===== config.mk =====
export PLATFORM = sky130hd
export DESIGN_NAME = regfile_wb_arbiter
export DESIGN_NICKNAME = d
export VERILOG_FILES = /design/src/rtl/regfile_wb_arbiter.sv
export SDC_FILE = /design/constraint.sdc
export NUM_CORES = 1
export LEC_CHECK = 0
export BUFFER_PORTS_ARGS = -buffer_cell sky130_fd_sc_hd__buf_2
export CAP_MARGIN = 0
export CORE_ASPECT_RATIO = 0.6
export CORE_MARGIN = 5
export CORE_UTILIZATION = 55
export DETAILED_ROUTE_END_ITERATION = 12
export PLACE_DENSITY = 0.78
export SYNTH_ARGS = -nofsm -noshare
export SYNTH_HDL_FRONTEND = slang
export SYNTH_SLANG_ARGS = --single-unit

===== constraint.sdc =====
create_clock -name clk -period 6.3 [get_ports clk]
set_input_delay 0 -clock clk [delete_from_list [all_inputs] [get_ports clk]]
set_output_delay 0 -clock clk [all_outputs]
set_load 0.01 [all_outputs]

===== src/rtl/regfile_wb_arbiter.sv =====
// regfile_wb_arbiter: merges pipeline writeback and queued MDU results onto the single regfile write port
module regfile_wb_arbiter #(
   parameter int DEPTH = 4,
   parameter int AW    = 5,
   parameter int DW    = 32
) (
   input  logic                       clk,
   input  logic                       rst,
   input  logic                       pipe_wena,
   input  logic [AW-1:0]              pipe_waddr,
   input  logic [DW-1:0]              pipe_wdata,
   input  logic                       mdu_valid,
   input  logic [AW-1:0]              mdu_waddr,
   input  logic [DW-1:0]              mdu_wdata,
   output logic                       mdu_ready,
   input  logic [AW-1:0]              raddr1,
   input  logic [AW-1:0]              raddr2,
   output logic                       pend1,
   output logic                       pend2,
   output logic                       wena,
   output logic [AW-1:0]              waddr,
   output logic [DW-1:0]              wdata,
   output logic [$clog2(DEPTH+1)-1:0] fifo_count
);
   localparam int PW = $clog2(DEPTH);
   localparam int CW = $clog2(DEPTH+1);

   logic [AW-1:0]    ent_addr_q [DEPTH];
   logic [AW-1:0]    ent_addr_d [DEPTH];
   logic [DW-1:0]    ent_data_q [DEPTH];
   logic [DW-1:0]    ent_data_d [DEPTH];
   logic [DEPTH-1:0] ent_vld_q, ent_vld_d;
   logic [PW-1:0]    rd_ptr_q, rd_ptr_d, wr_ptr_q, wr_ptr_d;
   logic [CW-1:0]    cnt_q, cnt_d;
   logic             wena_q, wena_d;
   logic [AW-1:0]    waddr_q, waddr_d;
   logic [DW-1:0]    wdata_q, wdata_d;
   logic             pipe_hit, mdu_acc, fifo_empty, pop, push;

   assign mdu_ready  = cnt_q != CW'(DEPTH);
   assign fifo_count = cnt_q;
   assign wena       = wena_q;
   assign waddr      = waddr_q;
   assign wdata      = wdata_q;

   // arbitration: pipe hit, else FIFO head (a squashed head pops as a silent bubble), else MDU bypass
   always_comb begin
      pipe_hit   = pipe_wena && pipe_waddr != '0;
      mdu_acc    = mdu_valid && mdu_ready && mdu_waddr != '0;
      fifo_empty = cnt_q == '0;
      pop        = !pipe_hit && !fifo_empty;
      push       = pipe_hit ? (mdu_acc && mdu_waddr != pipe_waddr) : (mdu_acc && !fifo_empty);
      wena_d     = 1'b0;
      waddr_d    = waddr_q;
      wdata_d    = wdata_q;
      if (pipe_hit) begin
         wena_d  = 1'b1;
         waddr_d = pipe_waddr;
         wdata_d = pipe_wdata;
      end else if (pop && ent_vld_q[rd_ptr_q]) begin
         wena_d  = 1'b1;
         waddr_d = ent_addr_q[rd_ptr_q];
         wdata_d = ent_data_q[rd_ptr_q];
      end else if (fifo_empty && mdu_acc) begin
         wena_d  = 1'b1;
         waddr_d = mdu_waddr;
         wdata_d = mdu_wdata;
      end
      cnt_d    = cnt_q + CW'(push) - CW'(pop);
      rd_ptr_d = rd_ptr_q + PW'(pop);
      wr_ptr_d = wr_ptr_q + PW'(push);
   end

   // FIFO slot update: a younger pipe write squashes matching entries, pop frees the head, push fills the tail
   always_comb begin
      ent_vld_d  = ent_vld_q;
      ent_addr_d = ent_addr_q;
      ent_data_d = ent_data_q;
      for (int i = 0; i < DEPTH; i++)
         if (pipe_hit && ent_addr_q[i] == pipe_waddr) ent_vld_d[i] = 1'b0;
      if (pop) ent_vld_d[rd_ptr_q] = 1'b0;
      if (push) begin
         ent_vld_d[wr_ptr_q]  = 1'b1;
         ent_addr_d[wr_ptr_q] = mdu_waddr;
         ent_data_d[wr_ptr_q] = mdu_wdata;
      end
   end

   // hazard query: a read address is pending while any live queued entry targets it
   always_comb begin
      pend1 = 1'b0;
      pend2 = 1'b0;
      for (int i = 0; i < DEPTH; i++) begin
         pend1 = pend1 | (ent_vld_q[i] && ent_addr_q[i] == raddr1);
         pend2 = pend2 | (ent_vld_q[i] && ent_addr_q[i] == raddr2);
      end
      pend1 = pend1 && raddr1 != '0;
      pend2 = pend2 && raddr2 != '0;
   end

   // control state and registered write port
   always_ff @(posedge clk) begin
      if (rst) begin
         ent_vld_q <= '0;
         rd_ptr_q  <= '0;
         wr_ptr_q  <= '0;
         cnt_q     <= '0;
         wena_q    <= 1'b0;
         waddr_q   <= '0;
         wdata_q   <= '0;
      end else begin
         ent_vld_q <= ent_vld_d;
         rd_ptr_q  <= rd_ptr_d;
         wr_ptr_q  <= wr_ptr_d;
         cnt_q     <= cnt_d;
         wena_q    <= wena_d;
         waddr_q   <= waddr_d;
         wdata_q   <= wdata_d;
      end
   end

   // FIFO payload storage, qualified by the valid bits
   always_ff @(posedge clk) begin
      ent_addr_q <= ent_addr_d;
      ent_data_q <= ent_data_d;
   end
endmodule


# --- Word level (Yosys, flattened, before mapping) ---
# Index checks and enable logic that the tools add are counted.
totals:
  inputBits: 88
  regBits: 197
  memories: 0
  latchBits: 0
  ram_bits: 0
  out_inout_bits: 44
  romBits: 0
classes:
  bitwise: 11
  addsub: 4
  order_cmp: 7
  mul: 0
  mux: 34
  n_reduce_logical: 33
  shift: 0
  n_eq_ne: 14
  div_mod_pow: 0
ops:
  columns: ["op", "n"]
  rows:
  - ["$mux W32", 6]
  - ["$bwmux W128", 1]
  - ["$bmux W32 S2", 1]
  - ["$demux W32 S2", 1]
  - ["$eq A5 B5 Y1", 12]
  - ["$mux W5", 6]
  - ["$logic_and A1 B1 Y1", 25]
  - ["$bwmux W20", 1]
  - ["$reduce_bool A5 Y1", 4]
  - ["$mux W1", 11]
  - ["$bmux W5 S2", 1]
  - ["$demux W5 S2", 1]
  - ["$mux W4", 2]
  - ["$ge A3 B3 Y1 const B", 2]
  - ["$lt A2 B3 Y1 const B", 2]
  - ["$not A2 Y3", 2]
  - ["$or A1 B1 Y1", 6]
  - ["$ne A5 B5 Y1", 1]
  - ["$add A2 B1 Y2", 2]
  - ["$and A4 B4 Y4", 1]
  - ["$demux W1 S2", 2]
  - ["$ge A2 B1 Y1 const B", 2]
  - ["$not A4 Y4", 1]
  - ["$or A4 B4 Y4", 1]
  - ["other kinds (8)", 9]

# --- Logic depth before layout (Yosys ltp) ---
# Gate-level depths: netlist of the first run.
logic_depth:
  depth_word: 9
  ltp_mapped: 13
  ltp_nobuf: 11

# --- Least setup slack after synthesis of the first run ---
# No wires, ideal clock.
synth_timing:
  path_type: "input to register"
  start: "in pipe_waddr[2]"
  end: "reg ent_addr_q[0] in the netlist's numbering, enable pin"
  path_slack_ps: 1879
  arrival_time_ps: 3944
  setup_ps: 477
  cell_stages: 7
  path_cell_list: "buf_2 or4_4 o21ai_2 nor4_1 or3_1 buf_2 nor3_1"
synth_between:
  elab_chain_len: 3
  word_cells_on_any_way: 5
  cone_classes: "1 x eq/ne; 1 x mux; 3 x reduce/logical"
synth_lines:
  columns: ["element", "line_no", "text"]
  rows:
  - ["from (decl)", "10", "input logic [AW-1:0] pipe_waddr,"]
  - ["$ne A5 B5 Y1 or $reduce_bool A5 Y1 (tied branches)", "52, 48", null]
  - ["$logic_and A1 B1 Y1 (on tied branches)", "52, 48", null]
  - ["$mux W1 (*)", "52", "push = pipe_hit ? (mdu_acc && mdu_waddr != pipe_waddr) : (mdu_acc && !fifo_empty);"]
  - ["to (signal assigned)", "124", "ent_addr_q <= ent_addr_d;"]
  - ["to (decl)", "28", "logic [AW-1:0] ent_addr_q [DEPTH];"]
# Mark *: on every way between the ends. The rest lies on a longest branch, timed or not.
# A chain may end at the register's enable or synchronous reset.

# --- Worst setup path in the final report of the first run ---
layout_timing:
  start: "in pipe_waddr[1]"
  end: "reg cnt_q[2], in the netlist fifo_count[2]"
layout_between:
  elab_chain_len: 5
  word_cells_on_any_way: 9
  cone_classes: "2 x add/sub; 1 x eq/ne; 1 x mux; 5 x reduce/logical"
layout_lines:
  columns: ["element", "line_no", "text"]
  rows:
  - ["$ne A5 B5 Y1 or $reduce_bool A5 Y1 (tied branches)", "52, 48", null]
  - ["$logic_and A1 B1 Y1 (on tied branches)", "52, 48", null]
  - ["$mux W1 or $logic_not A1 Y1 (tied branches)", "52, 51", null]
  - ["$add A3 B1 Y3 or $logic_and A1 B1 Y1 (tied branches)", "69, 51", null]
  - ["$sub A3 B1 Y3 (*)", "69", "cnt_d = cnt_q + CW'(push) - CW'(pop);"]
  - ["to (signal assigned)", "115", "cnt_q <= cnt_d;"]
  - ["to (decl)", "34", "logic [CW-1:0] cnt_q, cnt_d;"]
# Marked as above.

==> out/qor.csv, run 1 <==
stage;metric;value;unit
outcome;status;completed;
timing;Slew Limit Fails;0;
placed_design;GP Congestion;0.946;
synthesis;Mapped Nets;716;
synthesis;flops & latches, synth;197;
hold_path;worst min path class;input pin to register;
pwr;logic gate share of total power;24.7;%
worst_setup_path;Critical Path Fanout Max;85;
pwr;clock share of power;28.6;%
floorplanning;number of placement rows;35;
placed_design;Inst Count DP;912;
cells_and_area;antenna cells;0;
synthesis;Avg Synthesized Cell Area;13.8;sq um
cells_and_area;Area growth, synth to finish;23.6;%
synthesis;fraction of registers with async set/reset;0;%
timing;FMAX;0.303;GHz
pwr;Seq pwr share;46.7;%
pwr;P_leak;0.00396;uW
clock_tree;clk buf depth;2;
timing;RSZ-0062 raised after global routing;no;
pwr;Switching Power;1130;uW
grt;largest net degree at the start of global routing;86;
cells_and_area;share of layout cells above drive strength 1;26.9;%
cells_and_area;Layout Cells excl Fill;1012;
floorplanning;Die Y;107;microns
timing;final setup violation count;0;
cells_and_area;register area;5430;sq um
floorplanning;initial cell density of the core;56.1;%
timing;setup TNS;0;ns
synthesis;Mapped Cells;623;
clock_tree;CTS Sinks;197;
worst_setup_path;Setup crit end kind;register;
worst_setup_path;Worst Path Class, Setup;input pin to register;
grt;first-pass GRT wire length;34.4;mm
route;Via density;5.99;
clock_tree;clk root buf;clkbuf_16;
clock_tree;CTS buffer count;17;
route;antenna-violating nets left;0;
synthesis;Post-Syn Area;8620;sq um
clock_tree;Clock H-tree levels;4;
pwr;P per Cell Area;348;nW/um^2
timing;Max transition margin;29.3;%
flow_run;max_cap viols;0;
synthesis;synth cell count leaders;148 x edfxtp_1, 75 x nand2_1, 49 x dfxtp_1;
route;total number of vias;6062;
synthesis;Netlist cell types;34;
worst_setup_path;Crit-path slowest cell;buf_4;
timing;Layout Skew;0.0165;ns
clock_tree;CTS tree;yes;
synthesis;count leader, synth;edfxtp_1;
synthesis;largest cells by area after synthesis;edfxtp_1 52%, dfxtp_1 11%, mux4_2 9.9%, xor2_1 4.5%, a22o_1 3.7%;
route;DRT Pass-1 Iters;5;
worst_setup_path;startpoint types;input pin;
timing;fin crit period;3.30;ns
synthesis;area leader, netlist;edfxtp_1;
synthesis;top cell type's share of synthesized area;51.6;%
placed_design;post-detail-place hpwl;14.2;mm
grt;antenna violations before repair;0;
route;final WL;22.6;mm
timing;pin slew with the least headroom to its limit;1.06;ns
route;WL per Instance;22.3;microns
synthesis;Synth Flop Type;edfxtp_1;
floorplanning;die width;172;microns
clock_tree;Clk pin slew, worst setup/hold paths;0.08;ns
route;DRC Markers;0;
grt;global route overflow;0;
worst_setup_path;required time worst endpoint;6.61;ns
floorplanning;die area;18400;sq um
route;initial DRC count;607;
pwr;Peak VDD IR;0.000329;V
pwr;switch share;30.5;%
pwr;P_int;2580;uW
synthesis;YS warnings;0;
cells_and_area;area of the multi-input gates;2970;sq um
timing;final worst path period share;52.4;%
synthesis;Post-synth EDFFs;148;
placed_design;number of buffers inserted by port buffering;131;
worst_setup_path;CP max stage delay;0.68;ns
cells_and_area;fillers;987;
placed_design;worst slack, placed;2.60;ns
worst_setup_path;CP Cell Sequence;buf_2 > or4_4 > o21ai_4 > buf_4 > nor4_1 > or3_1 > ha_1 > inv_1 > ha_1 > fa_1 > xnor2_1 > xnor2_1 > nor2_1;
cells_and_area;Final nets;889;
timing;final setup margin;3.00;ns
clock_tree;worst skew pair latency;0.42;ns
floorplanning;IO Count;132;
grt;total track usage;25.0;%
synthesis;register area share after synthesis;62.9;%
floorplanning;Core Area;15400;sq um
grt;number of global-route vias before repair;5937;
timing;hold_ws;0.0365;ns
timing;Fin. Hold Viols;0;
worst_setup_path;WP data arrival;3.61;ns
-- power by group through the flow --
stage | Combinational (uW) | Clock (uW) | Sequential (uW)
after floorplan | 637 | 0 | 1710
after global placement | 846 | 0 | 1750
after detailed placement | 864 | 0 | 1760
after CTS | 906 | 1080 | 1740
after global routing | 990 | 1140 | 1760
final | 915 | 1060 | 1730
-- area by class of cell --
type / instances / area share (%)
Clock buffer: 21 / 4.52
Sequential cell: 197 / 50.9
Inverter: 8 / 0.282
Clock inverter: 11 / 0.951
Multi-Input combinational cell: 366 / 27.9
Tap cell: 203 / 2.38
Timing Repair Buffer: 206 / 13.0
-- kinds of logic (layout without fill, tap and decap cells) --
group,count (synthesis),in the layout,synth area share [%]
flip-flops,197,197,62.9
XOR/XNOR,69,69,7.01
multiplexers,38,38,9.93
AO/OA/AOI/OAI,89,89,7.79
buffers and inverters,60,246,2.99
AND/OR/NAND/NOR,165,165,8.53
adder cells (fa/ha/maj),5,5,0.813
-- final timing paths --
kind                     startpoint                  endpoint  slack (ns)  depth (start not counted)
min                   pipe_wdata[9]     wdata[9]$_SDFFE_PP0P_        0.04                          4
max                   pipe_waddr[1]  fifo_count[2]$_SDFF_PP0_        3.00                         13
max reg2reg  rd_ptr_q[0]$_SDFF_PP0_    wdata[13]$_SDFFE_PP0P_        3.21                          5
min reg2reg  wdata[11]$_SDFFE_PP0P_    wdata[11]$_SDFFE_PP0P_        0.48                          1
-- through the flow --
| step | util, % | power [uW] | cell area, sq um |
|---|---|---|---|
| 2_1_floorplan | - | 2340 | 8620 |
| 3_3_place_gp | 61.1 | 2600 | 9400 |
| 3_5_place_dp | 61.1 | 2620 | 9400 |
| 4_1_cts | 69.3 | 3720 | 10700 |
| 5_1_grt | 69.3 | 3890 | 10700 |
| 6_report | 69.3 | 3710 | 10700 |
-- sequential cells by signal, summed over array words and instances (netlist names) --
name,count
ent_data_q,128
wdata,32
ent_addr_q,20
waddr,5
ent_vld_q,4
fifo_count,3
rd_ptr_q,2
wr_ptr_q,2
wena,1
-- cell usage in the layout, fill, tap and decap left out, types with 4 or more instances in the layout --
cell type        n
ha_1             4
xor2_1          44
xnor2_1         25
inv_6            5
nor4_1           9
o2111ai_1        4
clkbuf_16       18
nand3_1         14
mux4_2          38
a22o_1          36
edfxtp_1       148
o41ai_1          4
inv_1            8
a31oi_1         38
dlygate4sd3_1   68
nor3_2           4
dfxtp_1         47
nand2_1         75
buf_2          131
nor2_1          40
or4_1            5
buf_4            7
nor2b_1          4
-- timing repair --
action,4_1_cts,5_1_grt
setup buffers,0,0
hold buffers,68,0
gates resized for setup,0,0
endpoints found under the hold margin,186,0
-- layer usage --
metal  global-route usage [%]  up-vias  share of wire [%]
met1                     37.8     2975                 44
met2                     35.3      379                 43
li1                         -     2687                  -
met4                     4.07        0               0.62
met5                        0        -                  0
met3                     9.32       21                 13
-- worst max-delay path, delay by kind of cell --
| kind | cells | cell delay (ns) |
|---|---|---|
| xor+xnor | 2 | 0.32 |
| simple gates | 4 | 1.32 |
| compound gates | 1 | 0.12 |
| fa+ha+maj | 3 | 0.93 |
| buf+inv | 3 | 0.88 |
No activity file was read; power rests on OpenSTA's default activity.
==> run 2, diff against run 1 <==
--- a/config.mk
+++ b/config.mk
@@ -5,13 +5,14 @@
 export SDC_FILE = /design/constraint.sdc
 export NUM_CORES = 1
 export LEC_CHECK = 0
+export ABC_AREA = 1
 export BUFFER_PORTS_ARGS = -buffer_cell sky130_fd_sc_hd__buf_2
 export CAP_MARGIN = 0
 export CORE_ASPECT_RATIO = 0.6
 export CORE_MARGIN = 5
 export CORE_UTILIZATION = 55
 export DETAILED_ROUTE_END_ITERATION = 12
-export PLACE_DENSITY = 0.78
+export PLACE_DENSITY = 0.77
 export SYNTH_ARGS = -nofsm -noshare
 export SYNTH_HDL_FRONTEND = slang
 export SYNTH_SLANG_ARGS = --single-unit
==> constraint.sdc (replaced) <==
create_clock -name clk -period 3.35 [get_ports clk]
set_input_delay 0 -clock clk [delete_from_list [all_inputs] [get_ports clk]]
set_output_delay 0 -clock clk [all_outputs]
set_load 0.01 [all_outputs]
==> run 2 against run 1 <==
  * Sequential share of layout area is 3.0 points lower
  * Utilization is 0.30 points lower
  * Worst setup slack worse by 2.8 ns
  * Clock-buffer cell count is 3 lower
  * Design area is 6.2% higher
  * Die area is 7.3% higher
  * Sequential power is 82% higher
  * Combinational power is 130% higher
  * Synthesized area is 7.9% higher
  * Clock power is 94% higher
  * Clock skew is 0.0035 ns lower
==> out/qor.csv, run 2 <==
stage;metric;value;unit
outcome;status;completed;
worst_setup_path;required time worst endpoint;3.71;ns
timing;setup TNS;0;ns
worst_setup_path;most frequent CP cell;nand2_1;
synthesis;largest cells by area after synthesis;edfxtp_1 48%, dfxtp_1 11%, nand2_1 10%, nand3_1 6.9%, nor2_1 4.3%;
pwr;switch share;35.7;%
worst_setup_path;startpoint types;register;
pwr;clock share of power;28.0;%
cells_and_area;Area growth, synth to finish;21.7;%
floorplanning;number of placement rows;36;
hold_path;worst min path class;input pin to register;
route;initial DRC count;996;
cells_and_area;Largest register FFs;128;
synthesis;Mapped Cells;999;
timing;RSZ-0062 raised after global routing;no;
cells_and_area;most common cell after layout, fill and taps aside;nand2_1;
timing;Layout Skew;0.0131;ns
worst_setup_path;CP Cell Sequence;inv_2 > nand2_1 > nand2_1 > nand2_1 > nand2_2 > inv_2 > nor2_4 > nor2_4 > buf_12 > a21oi_1 > dlygate4sd3_1 > a21oi_1;
cells_and_area;Most flops, register;ent_data_q;
synthesis;count leader, synth;nand2_1;
pwr;P_int;4730;uW
synthesis;Post-Syn Area;9300;sq um
route;DRT Pass-1 Iters;6;
timing;final setup violation count;0;
floorplanning;die area;19700;sq um
timing;pin slew with the least headroom to its limit;1.21;ns
synthesis;fraction of registers with async set/reset;0;%
clock_tree;Clk pin slew, worst setup/hold paths;0.08;ns
clock_tree;Clock H-tree levels;4;
route;Met3 Wirelength;3.15;mm
timing;Fin. Hold Viols;0;
route;Via density;5.60;
pwr;Seq pwr share;42.7;%
route;total number of vias;7928;
clock_tree;worst skew pair latency;0.43;ns
pwr;Peak VDD IR;0.000515;V
synthesis;Synth Flop Type;edfxtp_1;
placed_design;post-detail-place hpwl;16.1;mm
worst_setup_path;CP startpoint;rd_ptr_q[0]$_SDFF_PP0_;
grt;antenna violations before repair;0;
synthesis;Post-synth EDFFs;148;
worst_setup_path;crit path buf inv count;4;
pwr;P_leak;0.00453;uW
cells_and_area;antenna cells;0;
grt;number of global-route vias before repair;7605;
worst_setup_path;Worst Path Class, Setup;register to register;
cells_and_area;share of layout cells above drive strength 1;18.1;%
clock_tree;Resized cells post-CTS;0;
placed_design;GP Congestion;0.923;
floorplanning;Die Y;111;microns
timing;Max transition margin;19.4;%
route;antenna-violating nets left;0;
timing;FMAX;0.321;GHz
floorplanning;initial cell density of the core;56.7;%
timing;fin crit period;3.11;ns
clock_tree;CTS tree;yes;
worst_setup_path;CP max stage delay;0.64;ns
pwr;Switching Power;2620;uW
timing;Slew Limit Fails;0;
timing;final worst path period share;92.9;%
clock_tree;CTS buffer count;17;
synthesis;Mapped Nets;1092;
synthesis;Netlist cell types;34;
pwr;P per Cell Area;650;nW/um^2
synthesis;YS warnings;0;
floorplanning;Core Area;16400;sq um
cells_and_area;most frequent cells in the layout;258 x nand2_1, 148 x edfxtp_1, 131 x buf_2;
cells_and_area;final core utilization;69.0;%
clock_tree;Setup Buffers After CTS;0;
grt;total track usage;26.7;%
synthesis;flops & latches, synth;197;
cells_and_area;Final nets;1267;
clock_tree;clk buf depth;2;
pwr;logic gate share of total power;29.3;%
clock_tree;CTS Sinks;197;
route;WL per Instance;18.9;microns
grt;largest net degree at the start of global routing;77;
synthesis;register area share after synthesis;58.3;%
synthesis;Avg Synthesized Cell Area;9.31;sq um
worst_setup_path;Setup crit end kind;register;
worst_setup_path;RR Startpoint;rd_ptr_q[0]$_SDFF_PP0_;
clock_tree;CTS Hold Bufs;70;
route;DR top layer;met5;
grt;global route overflow;0;
route;met2 routed WL;11.5;mm
route;Metal-1 WL;11.8;mm
worst_setup_path;CP top delay family;buffers and inverters;
floorplanning;IO Count;132;
synthesis;synth cell count leaders;258 x nand2_1, 148 x edfxtp_1, 128 x nand3_1;
floorplanning;die width;178;microns
hold_path;Worst Hold Launch;pipe_wdata[17];
clock_tree;clk root buf;clkbuf_16;
flow_run;max_cap viols;0;
timing;hold_ws;0.0424;ns
synthesis;top cell type's share of synthesized area;47.8;%
grt;first-pass GRT wire length;41.1;mm
placed_design;number of buffers inserted by port buffering;131;
route;final WL;26.8;mm
route;DRC Markers;0;
worst_setup_path;Critical Path Fanout Max;74;
worst_setup_path;WP data arrival;3.47;ns
synthesis;area leader, netlist;edfxtp_1;
worst_setup_path;Crit-path slowest cell;dfxtp_1;
==> run 2: changes by cell type in the layout (fill, tap and decap cells not counted), moves of 36 or more <==
| cell | delta |
|---|---|
| nand4_1 | +39 |
| inv_1 | +36 |
| a22o_1 | -36 |
| nand3_1 | +114 |
| a31oi_1 | -38 |
| a21oi_1 | +48 |
| xor2_1 | -36 |
| mux4_2 | -38 |
| nor2_1 | +67 |
| nand2_1 | +183 |
==> run 2: worst paths after layout <==
kind	end	slack, ns	depth (start not counted)
worst max-delay path	waddr[3]$_SDFFE_PP0P_	0.24	12
worst min-delay path	wdata[17]$_SDFFE_PP0P_	0.04	5
worst max register to register	waddr[3]$_SDFFE_PP0P_	0.24	12
worst min register to register	wdata[18]$_SDFFE_PP0P_	0.47	2
==> run 2: logic make-up after synthesis <==
family	count (synthesis)	share of synthesized area (%)
XOR/XNOR	30	2.83
buffers and inverters	111	5.81
flip-flops	197	58.3
AND/OR/NAND/NOR	564	26.6
adder cells (fa/ha/maj)	5	0.754
AO/OA/AOI/OAI	92	5.65
==> run 2: metal layers <==
metal,GRT usage [%],vias up
met5,1.82,-
met1,39.6,3682
met3,8.76,35
met4,5.66,2
li1,-,3745
met2,38.1,464
==> run 2: power by group through the flow <==
stage / sequential [uW] / combinational [uW] / clock, uW
finish: 3140 / 2150 / 2060
global route: 3170 / 2360 / 2180
CTS: 3140 / 2110 / 2070
detailed placement: 3190 / 2040 / 0
global placement: 3180 / 2000 / 0
floorplan: 3190 / 1400 / 0
==> run 2: tightest hold or removal path, cell delays in order <==
cell     delay (ns)
buf_2          0.08
nor2_1         0.04
nor2_2         0.10
nand2_1        0.10
a21oi_1        0.12
==> run 2: final cells by class <==
cell class / count / area, sq um
well taps: 228 / 285
clock inverters: 14 / 166
multi-input cells: 691 / 3350
repair buffers: 213 / 1460
fillers: 1252 / 5080
inverters: 54 / 203
flip-flops and latches: 197 / 5430
clock buffers: 18 / 429
==> run 2: through the flow <==
stage / cell area [sq um] / total power [uW] / instances / setup slack [ns]
6_report: 11300 / 7350 / 1415 / 0.239
2_1_floorplan: 9300 / 4590 / 999 / 1.23
4_1_cts: 11300 / 7310 / 1415 / 0.340
3_5_place_dp: 10000 / 5220 / 1313 / 0.742
5_1_grt: 11300 / 7710 / 1415 / 0.0450
3_3_place_gp: 10000 / 5190 / 1313 / 0.813
==> run 3, diff against run 2 <==
--- a/config.mk
+++ b/config.mk
@@ -8,11 +8,14 @@
 export ABC_AREA = 1
 export BUFFER_PORTS_ARGS = -buffer_cell sky130_fd_sc_hd__buf_2
 export CAP_MARGIN = 0
+export CELL_PAD_IN_SITES_DETAIL_PLACEMENT = 0
+export CELL_PAD_IN_SITES_GLOBAL_PLACEMENT = 1
 export CORE_ASPECT_RATIO = 0.6
 export CORE_MARGIN = 5
-export CORE_UTILIZATION = 55
+export CORE_UTILIZATION = 44
+export CTS_CLUSTER_DIAMETER = 40
 export DETAILED_ROUTE_END_ITERATION = 12
-export PLACE_DENSITY = 0.77
+export PLACE_DENSITY_LB_ADDON = 0.1
 export SYNTH_ARGS = -nofsm -noshare
 export SYNTH_HDL_FRONTEND = slang
 export SYNTH_SLANG_ARGS = --single-unit
==> run 3 against run 2 <==
  * Fmax is 27% higher
  * Largest power group unchanged
  * Routed wire length is 1.7% higher
  * Flip-flop and latch count stayed put
  * Cell count is 4.0% higher
  * Die area is 23% higher
  * Largest cell class unchanged
  * Worst hold slack better by 0.0087 ns
  * Clock skew is 0.0044 ns lower
  * Critical path type unchanged
  * Clock-buffer cell count is 1 higher
  * First-iteration DRC count is 36% lower
  * Via count is 2.4% lower
==> out/qor.csv, run 3 (synthesis gave the netlist of run 2 again) <==
stage;metric;value;unit
worst_setup_path;Worst Path Class, Setup;register to register;
route;WL per Instance;18.5;microns
grt;total track usage;22.7;%
timing;final setup violation count;0;
grt;first-pass GRT wire length;42.2;mm
cells_and_area;Final Cell Area;11400;sq um
timing;Slew Limit Fails;0;
floorplanning;initial cell density of the core;44.5;%
worst_setup_path;WP data arrival;2.73;ns
outcome;status;completed;
route;DRT Pass-1 Iters;5;
grt;global route overflow;0;
worst_setup_path;startpoint types;register;
clock_tree;CTS buffer count;17;
cells_and_area;Most flops, register;ent_data_q;
cells_and_area;Final nets;1273;
pwr;P per Cell Area;640;nW/um^2
grt;number of global-route vias before repair;7297;
grt;antenna violations before repair;0;
clock_tree;worst skew pair latency;0.44;ns
clock_tree;Clk pin slew, worst setup/hold paths;0.07;ns
floorplanning;die width;198;microns
route;initial DRC count;638;
timing;pin slew with the least headroom to its limit;0.954;ns
placed_design;post-detail-place hpwl;17.4;mm
pwr;P_leak;0.00456;uW
floorplanning;IO Count;132;
placed_design;worst slack, placed;0.798;ns
worst_setup_path;most frequent CP cell;nand2_1;
floorplanning;die area;24200;sq um
clock_tree;Clock H-tree levels;4;
cells_and_area;Largest register FFs;128;
cells_and_area;antenna cells;0;
worst_setup_path;Setup crit end kind;register;
clock_tree;Resized cells post-CTS;0;
cells_and_area;Area growth, synth to finish;22.7;%
floorplanning;Core Area;20900;sq um
worst_setup_path;CP top delay family;buffers and inverters;
grt;largest net degree at the start of global routing;71;
worst_setup_path;crit path buf inv count;2;
route;Via density;5.26;
clock_tree;Setup Buffers After CTS;0;
timing;RSZ-0062 raised after global routing;no;
worst_setup_path;required time worst endpoint;3.64;ns
clock_tree;CTS Sinks;197;
placed_design;placed inst area;10100;sq um
cells_and_area;most common cell after layout, fill and taps aside;nand2_1;
floorplanning;Die Y;123;microns
pwr;Peak VDD IR;0.000444;V
timing;Layout Skew;0.00867;ns
timing;setup TNS;0;ns
placed_design;GP Congestion;0.991;
placed_design;number of buffers inserted by port buffering;131;
timing;Max transition margin;36.0;%
hold_path;worst min path class;input pin to register;
timing;final worst path period share;73.1;%
clock_tree;clk buf depth;2;
floorplanning;number of placement rows;41;
flow_run;max_cap viols;0;
timing;final setup margin;0.902;ns
worst_setup_path;CP max stage delay;0.75;ns
route;final WL;27.2;mm
clock_tree;CTS tree;yes;
worst_setup_path;Crit-path slowest cell;clkinv_1;
worst_setup_path;CP Cell Sequence;nand2_1 > clkinv_1 > buf_4 > nand2_1 > nand4_1 > nand3_1 > nand3_1 > nand2_1 > a21oi_1;
worst_setup_path;Critical Path Fanout Max;25;
route;DRC Markers;0;
route;total number of vias;7741;
timing;Fin. Hold Viols;0;
cells_and_area;most frequent cells in the layout;258 x nand2_1, 148 x edfxtp_1, 131 x buf_2;
timing;FMAX;0.409;GHz
timing;fin crit period;2.45;ns
cells_and_area;share of layout cells above drive strength 1;18.3;%
route;antenna-violating nets left;0;
clock_tree;clk root buf;clkbuf_16;
[run 3: changes by cell type in the layout (fill, tap and decap cells not counted)]
cell           change
clkbuf_8           +1
bufinv_16          +1
clkinv_2           +3
inv_8              -5
dlygate4sd3_1      +1
clkinvlp_4         -1
clkinv_1           +2
inv_6              +1
clkinv_8           -2
buf_4              +5
[run 3: metal layers]
metal	track usage, %	vias up	wire [microns]
li1	-	3760	-
met1	35.5	3627	13400
met2	32.2	340	11100
met3	6.15	14	2520
met4	3.44	0	162
met5	0	-	0
[run 3: layout make-up]
| cell class | count | area (sq um) |
|---|---|---|
| Clock buffer | 19 | 443 |
| Timing Repair Buffer | 219 | 1510 |
| Tap cell | 279 | 349 |
| Multi-Input combinational cell | 691 | 3350 |
| Fill cell | 1881 | 9470 |
| Inverter | 54 | 203 |
| Clock inverter | 13 | 131 |
| Sequential cell | 197 | 5430 |
[run 3: through the flow]
step           hold slack [ns]  std cells  total power [uW]  util [%]
6_report                0.0510       1472              7300      54.6
5_1_grt                 0.0735       1472              7750      54.6
4_1_cts                 0.0349       1472              7360      54.6
3_5_place_dp             0.243       1369              5280      48.5
3_3_place_gp             0.243       1369              5280      48.5
2_1_floorplan           0.0989        999              4590         -
[run 3: path summary, 6_finish.rpt]
path                               start                      to  slack, ns  cells past startpoint
setup reg to reg  rd_ptr_q[0]$_SDFF_PP0_  wdata[29]$_SDFFE_PP0P_       0.90                      9
hold / removal             pipe_waddr[1]   waddr[1]$_SDFFE_PP0P_       0.05                      5
hold reg to reg   wdata[17]$_SDFFE_PP0P_  wdata[17]$_SDFFE_PP0P_       0.46                      2
setup / recovery  rd_ptr_q[0]$_SDFF_PP0_  wdata[29]$_SDFFE_PP0P_       0.90                      9
[run 3: worst min-delay path: stages]
cell     delay (ns)
buf_2          0.17
nor2_1         0.12
nor2_1         0.05
nand2_1        0.05
a21oi_1        0.05
[run 3: power breakdown]
group          internal [uW]  switching [uW]  leakage (uW)  total, uW
Clock                   1120             909      0.000286       2020
Combinational            701            1430       0.00252       2130
Sequential              2970             180       0.00175       3150
[run 3: timing repair]
item	CTS	global route
hold buffers	71	0
hold endpoints to repair	181	0
endpoints found under the setup margin	0	0
